--- config.mk ---
export PLATFORM = sky130hd
export DESIGN_NAME = bin_to_bcd_seq
export DESIGN_NICKNAME = d
export VERILOG_FILES = /design/src/rtl/calc_pkg.sv /design/src/rtl/bcd_add3.sv /design/src/rtl/bin_to_bcd_seq.sv
export SDC_FILE = /design/constraint.sdc
export NUM_CORES = 1
export LEC_CHECK = 0
export ABC_AREA = 0
export ABC_CLOCK_PERIOD_IN_PS = 1600
export BUFFER_PORTS_ARGS = -buffer_cell sky130_fd_sc_hd__buf_2
export CAP_MARGIN = 30
export CORE_ASPECT_RATIO = 0.7
export CORE_MARGIN = 2
export CORE_UTILIZATION = 40
export DETAILED_ROUTE_END_ITERATION = 6
export GPL_TIMING_DRIVEN = 0
export HOLD_SLACK_MARGIN = 0.03
export MAX_ROUTING_LAYER = met4
export REMOVE_ABC_BUFFERS = 1
export SYNTH_ARGS = -nofsm -noshare
export SYNTH_HDL_FRONTEND = slang
export SYNTH_SLANG_ARGS = --single-unit
--- constraint.sdc ---
create_clock -name CLOCK_50 -period 1.6 [get_ports CLOCK_50]
set_input_delay 0.16 -clock CLOCK_50 [delete_from_list [all_inputs] [get_ports CLOCK_50]]
set_output_delay 0.16 -clock CLOCK_50 [all_outputs]
set_load 0.01 [all_outputs]
--- src/rtl/calc_pkg.sv ---
// Shared calculator definitions: default widths, converter FSM states
// and seven-segment glyph constants used by the display path.
package calc_pkg;

    localparam int IN_W_DEF   = 10;
    localparam int DIGITS_DEF = 4;
    localparam int BCD_W      = 4;

    typedef enum logic {
        ST_IDLE  = 1'b0,
        ST_SHIFT = 1'b1
    } conv_state_t;

    localparam logic [6:0] SEG_BLANK = 7'b1111111;
    localparam logic [6:0] SEG_MINUS = 7'b0111111;

endpackage

--- src/rtl/bcd_add3.sv ---
// Double-dabble digit correction: adds 3 to a BCD nibble that is >= 5.
// Ports: din (4-bit nibble in), dout (corrected nibble out).
module bcd_add3
    import calc_pkg::*;
(
    input  logic [BCD_W-1:0] din,
    output logic [BCD_W-1:0] dout
);

    always_comb begin
        dout = din;
        if (din >= 4'd5)
            dout = din + 4'd3;
    end

endmodule

--- src/rtl/bin_to_bcd_seq.sv ---
// Sequential shift-and-add-3 binary to packed-BCD converter, IN_W cycles.
// Ports: CLOCK_50, RESET (async high), start, bin_in, neg_in in;
//        busy, done (pulse), bcd_out, neg_out, ovf out (held until next done).
module bin_to_bcd_seq
    import calc_pkg::*;
#(
    parameter int IN_W   = IN_W_DEF,
    parameter int DIGITS = DIGITS_DEF
) (
    input  logic                      CLOCK_50,
    input  logic                      RESET,
    input  logic                      start,
    input  logic [IN_W-1:0]           bin_in,
    input  logic                      neg_in,
    output logic                      busy,
    output logic                      done,
    output logic [BCD_W*DIGITS-1:0]   bcd_out,
    output logic                      neg_out,
    output logic                      ovf
);

    localparam int BCD_BITS = BCD_W * DIGITS;
    localparam int SR_W     = BCD_BITS + IN_W;
    localparam int CNT_W    = $clog2(IN_W + 1);
    localparam longint unsigned LIMIT = 64'(10) ** DIGITS;

    conv_state_t       state;
    logic [SR_W-1:0]   sr;
    logic [SR_W-1:0]   sr_adj;
    logic [SR_W-1:0]   sr_next;
    logic [CNT_W-1:0]  cnt;
    logic              neg_q;
    logic              ovf_q;
    logic              ovf_next;
    logic              last;

    // Digit corrections act on the BCD field only; binary field passes through.
    assign sr_adj[IN_W-1:0] = sr[IN_W-1:0];

    for (genvar g = 0; g < DIGITS; g++) begin : g_dig
        bcd_add3 u_add3 (
            .din  (sr[IN_W + g*BCD_W +: BCD_W]),
            .dout (sr_adj[IN_W + g*BCD_W +: BCD_W])
        );
    end

    assign sr_next  = {sr_adj[SR_W-2:0], 1'b0};
    assign last     = (cnt == CNT_W'(IN_W - 1));
    assign ovf_next = (64'(bin_in) >= LIMIT);

    always_ff @(posedge CLOCK_50 or posedge RESET) begin
        if (RESET) begin
            state   <= ST_IDLE;
            sr      <= '0;
            cnt     <= '0;
            neg_q   <= 1'b0;
            ovf_q   <= 1'b0;
            busy    <= 1'b0;
            done    <= 1'b0;
            bcd_out <= '0;
            neg_out <= 1'b0;
            ovf     <= 1'b0;
        end else begin
            done <= 1'b0;
            unique case (state)
                ST_IDLE: begin
                    if (start) begin
                        sr    <= {{BCD_BITS{1'b0}}, bin_in};
                        cnt   <= '0;
                        // No "-0": sign dropped for a zero magnitude.
                        neg_q <= neg_in & (bin_in != '0);
                        ovf_q <= ovf_next;
                        busy  <= 1'b1;
                        state <= ST_SHIFT;
                    end
                end
                ST_SHIFT: begin
                    sr  <= sr_next;
                    cnt <= cnt + 1'b1;
                    if (last) begin
                        // Result taken from the final shift directly.
                        bcd_out <= sr_next[SR_W-1:IN_W];
                        neg_out <= neg_q;
                        ovf     <= ovf_q;
                        done    <= 1'b1;
                        busy    <= 1'b0;
                        cnt     <= '0;
                        state   <= ST_IDLE;
                    end
                end
                default: state <= ST_IDLE;
            endcase
        end
    end

endmodule

==> impl_metrics.tcl, run 1 <==
set metrics [dict create \
    die_area_um2 6880 \
    numClockSinks 51 \
    die_h_um 70.0 \
    cts.path.max_buffers 2 \
    endpoint_kind "flop" \
    cellPowerDensity_nw_per_um2 1980 \
    finClkSkew_ps 5.94 \
    area_growth_pct 20.4 \
    critPathTopFamily "flip-flops" \
    finalSetupTns_ps 0 \
    grt_usage_pct 15.3 \
    fp.dieW_um 98.3 \
    finalCritPeriodShare_pct 97.2 \
    pin_count 34 \
    fillers 590 \
    dp_slack_ps -679 \
    totalWireLength_um 4820 \
    yosys_register_bits 51 \
    fmax_mhz 643 \
    worstSkewPairLatency_ps 300 \
    cpPeakStageDelay_ps 440 \
    netlist_instances 232 \
    crit_buf_inv 1 \
    final-setup-viol-count 0 \
    yosysUniqueCellTypes 30 \
    antenna_left 0 \
    hold_violations 0 \
    wl_per_cell_um 13.9 \
    grt_pass1_vias 1715 \
    hpwl_um 3020 \
    utilization_pct 48.9 \
    h-tree-depth 2 \
    final-seq-area_um2 1280 \
    worst_slew_pin_slew_ps 576 \
    cts_buffers 5 \
    std_cell_rows 24 \
    cts-root-buf "clkbuf_8" \
    irDropWorstVdd_uv 714 \
    layout_setup_ws_ps 45.1 \
    n_antenna_cell 0 \
    start_kind "flop" \
    avgSynthCellArea_um2 10.7 \
    first_iter_violations 57 \
    via_per_inst 5.02 \
    drv_cap 0 \
    core_area_um2 6130 \
    start_util_pct 40.6 \
    globalRouteOverflowTotal 0 \
    crit_type "reg2reg" \
    cts_tree "done" \
    finalCriticalPeriod_ps 1550 \
    antenna_found_initial 0 \
    outcome "completed" \
    dr.pass1.iters 4 \
    grt_pass1_wl_um 8290 \
    io_buffer_count 32 \
    report.final.slew_viol_count 0 \
    ys_seq_area_share_pct 51.3 \
    drc_errors 0 \
    crit_required_ps 1800 \
    grt_max_degree 41 \
    syn-cell-area_um2 2490 \
    p_leak_uw 0.00147 \
    path_cells "ha_1 > and3b_2 > nand2_4 > buf_12 > mux2_2" \
    slew_headroom_pct 61.6 \
    worstPathArrival_ps 1750 \
    drive_above_1_share_pct 27.5 \
    cts.clk_slew.worst_paths_ps 100 \
    hold_class "in2reg" \
    crit_fanout 6 \
    vias 1742 \
    multiInputGateArea_um2 1160 \
    final_nets 292 \
    cpMaxStageDelayCell "dfrtp_1" \
    yosys_warnings 0 \
    gp_congestion 0.701 \
]
-- cells by family (layout without fill, tap and decap cells) --
family | Yosys count | in the layout | share of synthesized area [%]
buffers and inverters | 22 | 59 | 4.07
AO/OA/AOI/OAI | 50 | 50 | 11.9
other | 1 | 1 | 0.151
XOR/XNOR | 4 | 4 | 1.41
multiplexers | 30 | 30 | 12.6
AND/OR/NAND/NOR | 64 | 64 | 13.6
flip-flops | 51 | 51 | 51.3
adder cells (fa/ha/maj) | 10 | 10 | 5.03
-- state kept, by name, indices dropped and copies added, names as in the netlist --
signal	count
state	1
busy	1
done	1
sr	26
neg_q	1
neg_out	1
bcd_out	16
cnt	4
-- path summary, 6_finish.rpt --
kind / start / endpoint / slack, ps / depth (start not counted)
worst max-delay path: cnt[0] / bcd_out[0] / 50 / 5
worst min-delay path: neg_in / neg_q / 90 / 3
worst max register to register: cnt[0] / bcd_out[0] / 50 / 5
worst min register to register: bcd_out[11] / bcd_out[11] / 480 / 2
max in group asynchronous: RESET / sr[18] / 740 / 4
min in group asynchronous: RESET / bcd_out[3] / 330 / 3
-- worst min-delay path, cell delays in order --
cell and delay (ps):
buf_2 100, o41ai_2 50, o21ai_1 50
-- cell usage in the layout, fill, tap and decap left out, types with 2 or more instances in the layout --
cell / n
a21o_1: 9
a21oi_1: 8
a21oi_2: 4
a22o_1: 2
and2_1: 2
buf_12: 2
buf_2: 32
buf_4: 4
bufinv_16: 2
clkbuf_8: 5
dfrtp_1: 48
dfrtp_2: 2
ha_1: 8
inv_1: 9
mux2_2: 10
mux2i_1: 19
nand2_1: 24
nand2b_1: 9
nand3_1: 2
nor2_1: 6
nor2b_1: 2
nor3_1: 4
nor3b_1: 9
o21ai_0: 22
o21ai_1: 2
o31ai_1: 2
xnor2_1: 4
-- per-layer routing --
layer	track usage [%]	vias up	routed length, um
met5	-	-	0
met4	3.20	0	27
met3	4.40	4	216
met2	23.3	27	2130
met1	20.7	844	2450
li1	-	867	-
-- layout make-up --
cell class | count | area share (%)
multi-input cells | 159 | 38.7
flip-flops and latches | 51 | 42.8
well taps | 78 | 3.26
clock buffers | 5 | 2.30
inverters | 11 | 1.79
repair buffers | 40 | 8.93
clock inverters | 3 | 2.25
-- power breakdown --
part           total (uW)  switching, uW  internal (uW)  leakage [uW]
clock                1070            449            624     0.0000644
combinational        2530           1230           1310      0.000759
sequential           2330            478           1860      0.000644
total                5940           2150           3790       0.00147
-- per-stage QoR --
step           cell area [um2]  total power [uW]  hold WS, ps  std cells
4_1_cts                   2940              5870         82.9        345
6_report                  3000              5940         93.2        347
3_3_place_gp              2690              4530          416        331
5_1_grt                   3000              6460          100        347
3_5_place_dp              2710              4600          127        332
2_1_floorplan             2430              3960          246        221
-- timing repair --
action | 4_1_cts | 5_1_grt
hold buffers | 1 | 0
pin swaps | 0 | 3
gates resized for setup | 7 | 11
endpoints found under the hold margin | 11 | 0
buffers inserted | 4 | 2
endpoints found under the setup margin | 27 | 15
-- synth_stat cells --
library cell  number  area share, %
a21o_1             9            2.7
inv_4              1           0.25
or4_1              1           0.30
nand2b_1          10            2.5
mux2i_1           19            7.6
o31ai_1            2           0.60
a22o_1             2           0.70
o41ai_2            1           0.65
inv_1             10            1.5
nor3b_1            9            2.7
buf_4              1           0.30
dfrtp_1           51             51
o21ai_0           23            4.6
nand4_1            1           0.25
and2_1             2           0.50
nor3_1             4           0.80
xnor2_1            4            1.4
ha_1              10            5.0
nand2_1           24            3.6
mux2_2            11            5.0
nand2_2            1           0.25
nor2_1             6           0.90
buf_2             10            2.0
nand3_1            2           0.40
conb_1             1           0.15
o21ai_1            1           0.20
nor2b_1            2           0.50
or4_4              1           0.45
and3b_1            1           0.35
a21oi_1           12            2.4
Power figures use the tool's default switching activity.
==> run 2: changes to the inputs <==
Settings changed: ABC_CLOCK_PERIOD_IN_PS 1600 to 1440, TNS_END_PERCENT set to 20.
Clock period 1.6 ns to 1.44 ns, I/O delays scaled along.
==> impl_metrics.tcl, run 2 (synthesis gave the netlist of run 1 again) <==
set metrics [dict create \
    die_h_um 70.0 \
    h-tree-depth 2 \
    slew_headroom_pct 59.4 \
    first_iter_violations 50 \
    finalCriticalPeriod_ps 1520 \
    p_total_uw 7460 \
    fp.dieW_um 98.3 \
    irDropWorstVdd_uv 768 \
    vias 1821 \
    crit_required_ps 1640 \
    drive_above_1_share_pct 39.9 \
    hpwl_um 3020 \
    pin_count 34 \
    cpMaxStageDelayCell "dfrtp_1" \
    std_cell_rows 24 \
    final-setup-viol-count 14 \
    rsz0062_at_grt "true" \
    largest_reg_flops 26 \
    die_area_um2 6880 \
    hold_class "in2reg" \
    p_int_uw 4720 \
    cts.path.max_buffers 2 \
    utilization_pct 53.4 \
    antenna_found_initial 0 \
    via_per_inst 5.04 \
    worst_slew_pin_slew_ps 609 \
    cts-root-buf "clkbuf_8" \
    finalCritPeriodShare_pct 106 \
    p_leak_uw 0.00157 \
    totalWireLength_um 5420 \
    whs_ps 75.4 \
    fmax_mhz 658 \
    antenna_left 0 \
    globalRouteOverflowTotal 0 \
    cts.clk_slew.worst_paths_ps 100 \
    hold_violations 0 \
    gp_congestion 0.701 \
    fillers 548 \
    layout_setup_ws_ps -80.1 \
    report.final.slew_viol_count 0 \
    finalSetupTns_ps -633 \
    path_cells "ha_2 > and3b_2 > nand2_8 > buf_12 > mux2_2" \
    switching_share_pct 36.7 \
    drv_cap 0 \
    cts_tree "done" \
    largest_registers "sr: 26 flops, bcd_out: 16 flops, cnt: 4 flops" \
    final_common_cell "dfrtp_1" \
    crit_type "reg2reg" \
    drc_errors 0 \
    dp_slack_ps -839 \
    cpPeakStageDelay_ps 410 \
    comb_power_share_pct 48.4 \
    cellPowerDensity_nw_per_um2 2280 \
    endpoint_kind "flop" \
    area_growth_pct 31.4 \
    start_util_pct 40.6 \
    grt_pass1_vias 1776 \
    wl_per_cell_um 15.0 \
    pwr-share-seq_pct 35.7 \
    critPathTopFamily "flip-flops" \
    cts_buffers 5 \
    io_buffer_count 32 \
    switching_power_uw 2740 \
    crit_fanout 6 \
    violations "negative setup slack" \
    final_cell_mix "47 x dfrtp_1, 32 x buf_2, 22 x nand2_1" \
    largest_register "sr" \
    grt_usage_pct 16.4 \
    dr.pass1.iters 4 \
    start_kind "flop" \
    core_area_um2 6130 \
    finClkSkew_ps 3.68 \
    worstSkewPairLatency_ps 300 \
    worstPathArrival_ps 1720 \
    outcome "finished, violations left" \
    n_antenna_cell 0 \
    final_nets 306 \
    grt_pass1_wl_um 8760 \
    clkPwrFrac_pct 15.9 \
    numClockSinks 51 \
    crit_buf_inv 1 \
    grt_max_degree 41 \
]
==> run 2: cell count changes in the layout (fill, tap and decap cells not counted), moves of 7 or more <==
cell,delta
buf_4,+12
ha_1,-7
inv_2,+7
mux2_2,-8
inv_1,-7
mux2_4,+8
==> run 2: routing by layer <==
layer | wire length, um | GRT usage, % | up-vias
li1 | - | - | 901
met1 | 2700 | 22.6 | 895
met2 | 2510 | 24.6 | 25
met3 | 207 | 4.40 | 0
met4 | 0 | 3.20 | 0
met5 | 0 | - | -
==> run 2: cell type report <==
type	instances	area (um2)	area share, %
timing repair buffer	53	373	11.4
clock inverter	3	67.6	2.07
tap	78	97.6	2.98
multi-input combinational	159	1320	40.2
sequential	51	1280	39.2
clock buffer	5	68.8	2.10
timing repair inverter	1	11.3	0.344
inverter	11	53.8	1.64
==> run 2: power groups by stage <==
stage	registers (uW)	clock network, uW	logic [uW]
after floorplan	2640	0	1760
after global placement	2640	0	2400
after detailed placement	2650	0	2460
after CTS	2580	1220	3020
after global routing	2750	1280	4010
final	2660	1190	3610
==> run 2: final timing paths <==
path | from | to | slack (ps) | depth (start not counted)
setup / recovery | cnt[0] | bcd_out[0] | -80 | 5
hold / removal | neg_in | neg_q | 80 | 3
setup reg to reg | cnt[0] | bcd_out[0] | -80 | 5
hold reg to reg | cnt[3] | cnt[3] | 470 | 1
max in group asynchronous | RESET | sr[18] | 600 | 4
min in group asynchronous | RESET | sr[5] | 320 | 3
==> run 2: repair_timing <==
item | 4_1_cts | 5_1_grt
setup buffers | 12 | 7
pin swaps | 6 | 8
gates resized for setup | 27 | 39
setup endpoints to repair | 33 | 32
gates cloned | 1 | 0
hold buffers | 1 | 0
endpoints found under the hold margin | 11 | 0
==> run 2: metrics by stage <==
| stage | instance area [um2] | std cells |
|---|---|---|
| global placement | 2690 | 331 |
| finish | 3270 | 361 |
| global route | 3270 | 361 |
| CTS | 3060 | 354 |
| detailed placement | 2710 | 332 |
| floorplan | 2430 | 221 |
==> run 2: worst register-to-register path, stage by stage (launching register included) <==
cell	delay, ps
dfrtp_1	410
ha_2	170
and3b_2	240
nand2_8	140
buf_12	130
mux2_2	320
